==> src/rtl/instruction_fetch_unit.sv <==
// Instruction fetch: owns the PC, holds each address MEM_WAIT cycles before sampling the
// combinational memory, and hands words to decode over valid/ready. Bad fetches latch a fault.
module instruction_fetch_unit #(
    parameter logic [63:0] RESET_PC  = 64'h0,
    parameter int unsigned MEM_WAIT  = 1,
    parameter int unsigned MEM_BYTES = 1024
) (
    input  logic        clk,
    input  logic        rst_n,
    input  logic        enable,
    output logic [63:0] imem_addr,
    input  logic [31:0] imem_rdata,
    input  logic        redirect_valid,
    input  logic [63:0] redirect_pc,
    output logic        instr_valid,
    input  logic        instr_ready,
    output logic [31:0] instr,
    output logic [63:0] instr_pc,
    output logic        fault
);

    localparam logic [3:0]  WAIT_LAST = 4'(MEM_WAIT - 1);
    localparam logic [63:0] PC_LAST   = 64'(MEM_BYTES - 4);

    typedef enum logic [1:0] {
        ST_WAIT  = 2'd0,
        ST_OUT   = 2'd1,
        ST_FAULT = 2'd2
    } state_t;

    state_t      state_r;
    logic [63:0] pc_r;
    logic [3:0]  wait_cnt_r;
    logic [31:0] instr_r;
    logic [63:0] instr_pc_r;
    logic        instr_valid_r;
    logic        fault_r;
    logic        fetch_bad_s;

    // Alignment and range check of the PC about to be captured
    always_comb begin
        fetch_bad_s = 1'b0;
        if ((pc_r[1:0] != 2'b00) || (pc_r > PC_LAST)) begin
            fetch_bad_s = 1'b1;
        end else begin
            fetch_bad_s = 1'b0;
        end
    end

    // Fetch state machine: wait/capture, hold-until-handshake, sticky fault, redirect flush
    always_ff @(posedge clk or negedge rst_n) begin
        if (!rst_n) begin
            state_r       <= ST_WAIT;
            pc_r          <= RESET_PC;
            wait_cnt_r    <= 4'd0;
            instr_r       <= 32'd0;
            instr_pc_r    <= 64'd0;
            instr_valid_r <= 1'b0;
            fault_r       <= 1'b0;
        end else if (redirect_valid) begin
            // Redirect wins over any capture or handshake in this cycle
            state_r       <= ST_WAIT;
            pc_r          <= redirect_pc;
            wait_cnt_r    <= 4'd0;
            instr_valid_r <= 1'b0;
            fault_r       <= 1'b0;
        end else begin
            case (state_r)
                ST_WAIT: begin
                    if (enable) begin
                        if (wait_cnt_r != WAIT_LAST) begin
                            wait_cnt_r <= wait_cnt_r + 4'd1;
                        end else if (fetch_bad_s) begin
                            fault_r <= 1'b1;
                            state_r <= ST_FAULT;
                        end else begin
                            instr_r       <= imem_rdata;
                            instr_pc_r    <= pc_r;
                            instr_valid_r <= 1'b1;
                            pc_r          <= pc_r + 64'd4;
                            wait_cnt_r    <= 4'd0;
                            state_r       <= ST_OUT;
                        end
                    end
                end
                ST_OUT: begin
                    if (instr_ready) begin
                        instr_valid_r <= 1'b0;
                        state_r       <= ST_WAIT;
                    end
                end
                ST_FAULT: begin
                    fault_r       <= 1'b1;
                    instr_valid_r <= 1'b0;
                end
                default: begin
                    state_r       <= ST_FAULT;
                    fault_r       <= 1'b1;
                    instr_valid_r <= 1'b0;
                end
            endcase
        end
    end

    assign imem_addr   = pc_r;
    assign instr       = instr_r;
    assign instr_pc    = instr_pc_r;
    assign instr_valid = instr_valid_r;
    assign fault       = fault_r;

endmodule

==> config.mk <==
export PLATFORM = sky130hd
export DESIGN_NAME = instruction_fetch_unit
export DESIGN_NICKNAME = d
export VERILOG_FILES = /design/src/rtl/instruction_fetch_unit.sv
export SDC_FILE = /design/constraint.sdc
export NUM_CORES = 1
export LEC_CHECK = 0
export ABC_CLOCK_PERIOD_IN_PS = 5070
export CORE_AREA = 3 3 153 96
export CTS_BUF_LIST = sky130_fd_sc_hd__clkbuf_8
export DETAILED_ROUTE_END_ITERATION = 7
export DIE_AREA = 0 0 156 99
export PLACE_DENSITY = 0.89
export SYNTH_ARGS = -nofsm -noshare
export SYNTH_HDL_FRONTEND = slang
export SYNTH_SLANG_ARGS = --single-unit
==> constraint.sdc <==
create_clock -name clk -period 5.07 [get_ports clk]
set_clock_uncertainty 0.15 [all_clocks]
set_input_delay 1.014 -clock clk [delete_from_list [all_inputs] [get_ports clk]]
set_output_delay 1.014 -clock clk [all_outputs]
set_load 0.02 [all_outputs]
# ---- Yosys cells after proc, flatten, opt, wreduce, memory -nomap -nowiden
# Index checks and enable logic that the tools add are counted.
dict set report word_totals {
  register_bits 168
}
dict set report classes {
  n_lt_le_gt_ge 1
  n_reduce_logical 12
  bitwise 3
  add_sub_neg 2
  n_mux 28
  eq_ne 12
}
# cell n
set ops {}
lappend ops {{64-bit 2-to-1 mux} 5}
lappend ops {{64-bit by 3-bit adder with 64-bit output (second input constant)} 1}
lappend ops {{64-bit by 10-bit > comparator with 1-bit output (second input constant)} 1}
lappend ops {{4-bit 2-to-1 mux} 5}
lappend ops {{4-bit AND reduction} 4}
lappend ops {{3-bit inequality test (second input constant)} 5}
lappend ops {{1-bit 2-to-1 mux} 10}
lappend ops {{2-bit 2-to-1 mux} 5}
lappend ops {{2-bit inequality test (second input constant)} 4}
lappend ops {{2-bit case mux with 3 select lines} 1}
lappend ops {{2-bit nonzero test} 3}
lappend ops {{5-bit AND reduction} 1}
lappend ops {{4-bit by 1-bit adder with 4-bit output (second input constant)} 1}
lappend ops {{1-bit case mux with 2 select lines} 2}
lappend ops {{4-bit nonzero test} 1}
lappend ops {{3-bit by 2-bit inequality test with 1-bit output (second input constant)} 1}
lappend ops {{1-bit NOT} 3}
lappend ops {{3-bit AND reduction} 1}
lappend ops {{2-bit by 1-bit equality test with 1-bit output (second input constant)} 1}
lappend ops {{2-bit equality test (second input constant)} 1}
lappend ops {{2-bit zero test} 1}
lappend ops {{1-bit logical OR} 1}

# ---- Depth between registers and ports, before layout
dict set report depth {
  ltp_word 8
  ltp_mapped 8
}

# ---- Worst setup path after synthesis
# Ideal clock, no wire load.
dict set report synth_timing {
  path_kind {in2reg}
  startpoint {input enable}
  endpoint {register pc_r[8] (netlist: imem_addr[8])}
  setup_ns 0.128
  path_buffers 1
  arrival_time_ns 2.472
  path_slack_ns 2.320
  path_stages 6
  path_cell_list {nor3b_1 nand4_1 nor4_1 buf_2 mux2i_1 nand3_1}
}
dict set report synth_between {
  elab_chain_len 2
}
# element line_no
set synth_lines {}
lappend synth_lines {{start: declaration} 10} ;# input logic enable,
lappend synth_lines {{2-bit nonzero test (no line)} --}
lappend synth_lines {{4-bit AND reduction (no line)} --}
lappend synth_lines {{end signal: assignment} 63} ;# pc_r <= redirect_pc;
lappend synth_lines {{end signal: assignment} 80} ;# pc_r <= pc_r + 64'd4;
lappend synth_lines {{end: declaration} 32} ;# logic [63:0] pc_r;
# No other way between the ends.
# A chain may end at the register's enable or synchronous reset.

# ---- Final worst setup path
dict set report layout_timing {
  startpoint {register pc_r[49] (netlist: imem_addr[49])}
  endpoint {register instr_r[4] (netlist: instr[4])}
}
dict set report layout_between {
  elab_chain_len 5
}
# element line_no
set layout_lines {}
lappend layout_lines {{64-bit by 10-bit > comparator with 1-bit output} 43} ;# if ((pc_r[1:0] != 2'b00) || (pc_r > PC_LAST)) begin
lappend layout_lines {{1-bit logical OR} 43}
lappend layout_lines {{1-bit 2-to-1 mux} 43}
lappend layout_lines {{1-bit NOT (no line)} --}
lappend layout_lines {{5-bit AND reduction (no line)} --}
lappend layout_lines {{end signal: assignment} 77} ;# instr_r <= imem_rdata;
lappend layout_lines {{end: declaration} 34} ;# logic [31:0] instr_r;
# No other way between the ends.

==> impl_metrics.csv <==
group,metric,value,unit
run_status,status,"finished clean",
timing,timing.hold.ws,0.336,ns
timing,finalSetupTns,0,ns
logic_synthesis,synth_seq_area_share,65.8,%
worst_setup_path,path_buf_inv,1,
drt,dr.pass1.iters,4,
worst_setup_path,r2r_end,"instr[4]",
place,port_buffers,262,
clock_tree,post-cts-setup-buffers,0,
global_routing,antenna_found_initial,0,
power,irDropWorstVdd,190,µV
timing,setup_viol,0,
clock_tree,clk_transition_reported_paths,0.09,ns
place,pre_cts_slack,1.78,ns
timing,min_period,3.07,ns
logic_synthesis,synthArstFlopShare,100,%
logic_synthesis,synth_top_cells_by_count,"dfrtp_1 (168), mux2_2 (87), and2_1 (56), nor4_1 (16), nand2_1 (14)",
power,cellLeakagePower,0.00428,µW
worst_setup_path,startpoint_type,"flip-flop",
logic_synthesis,synth.avg_cell_area,14.2,µm²
worst_setup_path,cp_slowest_cell,"nor4_1",
floorplan,die_area,15400,µm²
global_routing,grt_max_degree,97,
clock_tree,cts_tree,"built",
floorplan,start_util,47.6,%
worst_setup_path,worstPathCellList,"nor4_1 > nand2_1 > nor4_4 > nand4_4 > buf_4 > mux2_1",
place,place_hpwl,12.3,mm
worst_setup_path,critical_path_required,5.24,ns
logic_synthesis,synth_cell_types,35,
global_routing,grt.overflow.total,0,
clock_tree,clockBufferDepth,2,
logic_synthesis,synth_most_common_cell,"dfrtp_1",
worst_setup_path,rrSetupSlack,2.00,ns
worst_hold_path,hold_class,"reg -> reg",
clock_tree,cts_sinks,168,
drt,via_count,4626,
power,finalPower,2890,µW
clock_tree,htree_levels,4,
timing,maxClockFrequency,326,MHz
worst_setup_path,crit_type,"reg -> reg",
clock_tree,clk_latency,0.43,ns
cells_and_area,num-nets-final,819,
logic_synthesis,synth_seq_cells,168,
logic_synthesis,syn_area,6390,µm²
worst_setup_path,path_max_fanout,96,
timing,max_slew_margin,32.9,%
place,dpl_cell_area,9190,µm²
worst_setup_path,cp_data_arrival_time,3.23,ns
logic_synthesis,synth.area.top_cells,"dfrtp_1 (66%), mux2_2 (15%), and2_1 (5.5%)",
cells_and_area,diodes,0,
global_routing,grt_pass1_wl,27.2,mm
logic_synthesis,synth_ff_type,"dfrtp_1",
logic_synthesis,synth_top_area_cell,"dfrtp_1",
worst_setup_path,slowest_delay,0.67,ns
worst_setup_path,cp-end-kind,"flip-flop",
worst_setup_path,worstRegToRegCells,6,
timing,worstMarginPinSlew,1.01,ns
drt,viasPerCell,5.12,
drt,finalWirelength,16.9,mm
clock_tree,ctsHoldBuffers,0,
worst_hold_path,min_from,"instr_pc[41]",
drt,drc,0,
floorplan,die_w,156,µm
place,gp_congestion,0.821,
worst_hold_path,hold_end,"instr_pc[41]",
power,power-per-cell-area,300,nW/µm²
global_routing,grt_pass1_vias,5083,
clock_tree,post_cts_resized,0,
worst_hold_path,min_path_cells,1,
cells_and_area,area_delta_synth_final,50.9,%
drt,wl_per_cell,18.8,µm
worst_setup_path,critical-path-top-delay-family,"simple AND/OR/NAND/NOR gates",
logic_synthesis,syn_inst,450,
logic_synthesis,synth-edff-count,0,
logic_synthesis,yosys.area.top_type_share,65.8,%
timing,hold_viol,0,
floorplan,rows,33,
drt,ant_nets,0,
logic_synthesis,syn_nets,554,
cells_and_area,drive_above_1_share,17.7,%
floorplan,core-area,13400,µm²
floorplan,boundaryPins,263,
clock_tree,cts_made_buffers,17,
timing,report.final.slew_viol_count,0,
timing,period_share,60.5,%
cells_and_area,stdcell_area,9640,µm²
floorplan,die_h,99,µm
timing,finalWorstSetupSlack,2.00,ns
drt,drt_iter0_drc,182,
logic_synthesis,synth_warnings,0,
job,maxCapViolCount,0,
worst_setup_path,timing.rr.start,"imem_addr[49]",
global_routing,grtUsageTotal,22.4,%
clock_tree,cts-root-buf,"clkbuf_8",
timing,rsz0062_at_grt,"false",
==> sequential cells by signal (all words and copies together), names as in the netlist <==
| register | flops |
|---|---|
| instr | 32 |
| fault | 1 |
| imem_addr | 64 |
| instr_pc | 64 |
| wait_cnt_r | 4 |
| instr_valid | 1 |
| state_r | 2 |
==> metrics by stage <==
step	utilization [%]	instances
5_1_grt	71.8	903
2_1_floorplan	-	450
4_1_cts	71.8	903
3_3_place_gp	68.5	871
3_5_place_dp	68.5	871
6_report	71.8	903
==> worst reg2reg max path, cell delays in order (launching register included) <==
cell     delay, ns
dfrtp_1       0.40
nor4_1        0.67
nand2_1       0.20
nor4_4        0.53
nand4_4       0.13
buf_4         0.41
mux2_1        0.47
==> cell families (layout without fill, tap and decap cells) <==
family,after synthesis,count (layout),synth area share (%)
buffers and inverters,29,307,1.82
AOI/OAI and AO/OA,23,23,2.61
adders and majority gates,3,3,0.588
DFF,168,168,65.8
and+or+nand+nor,128,128,11.8
muxes,98,98,17.2
xor gates and xnor gates,1,1,0.137
==> routing by layer <==
layer / part of all wire, % / vias to the layer above / track usage, % / wire, µm
li1: - / 2105 / - / -
met1: 40 / 2323 / 28.1 / 6830
met2: 48 / 179 / 36.5 / 8140
met3: 10 / 19 / 9.13 / 1770
met4: 1.1 / 0 / 5.90 / 191
met5: 0 / - / 0 / 0
==> final cells by class <==
cell class              count  area [µm²]
flip-flops and latches    168        4200
fillers                   897        3780
multi-input cells         253        2080
clock inverters            15         214
well taps                 175         219
clock buffers              17         234
inverters                   8        30.0
repair buffers            267        2660
==> placed cells by master (no fill, tap or decap), types with 5 or more instances in the layout <==
cell type and count:
mux2_1 8, clkdlybuf4s50_1 260, a21oi_1 7, buf_4 5
mux2_2 87, nand3_1 7, nand4_1 6, dfrtp_1 168
nor3_1 7, clkbuf_8 17, nor2_1 9, nor4_1 15
and2_1 56, nand2_1 14, inv_1 9
==> how the worst max path moves through the flow <==
| stage | start | end | slack (ns) | cells past startpoint |
|---|---|---|---|---|
| floorplan | enable | imem_addr[8] | 2.32 | 6 |
| global placement | enable | imem_addr[2] | 1.86 | 7 |
| finish | imem_addr[49] | instr[4] | 2.00 | 6 |
| CTS | imem_addr[56] | instr[4] | 1.92 | 6 |
| global route | imem_addr[56] | instr[3] | 1.77 | 6 |
| detailed placement | enable | instr[4] | 1.78 | 5 |
==> where the power goes <==
group          leakage (µW)  switching (µW)  internal (µW)
Combinational       0.00187             179            213
Sequential          0.00219            52.7           1390
Clock              0.000223             505            550
Power figures use the tool's default switching activity.
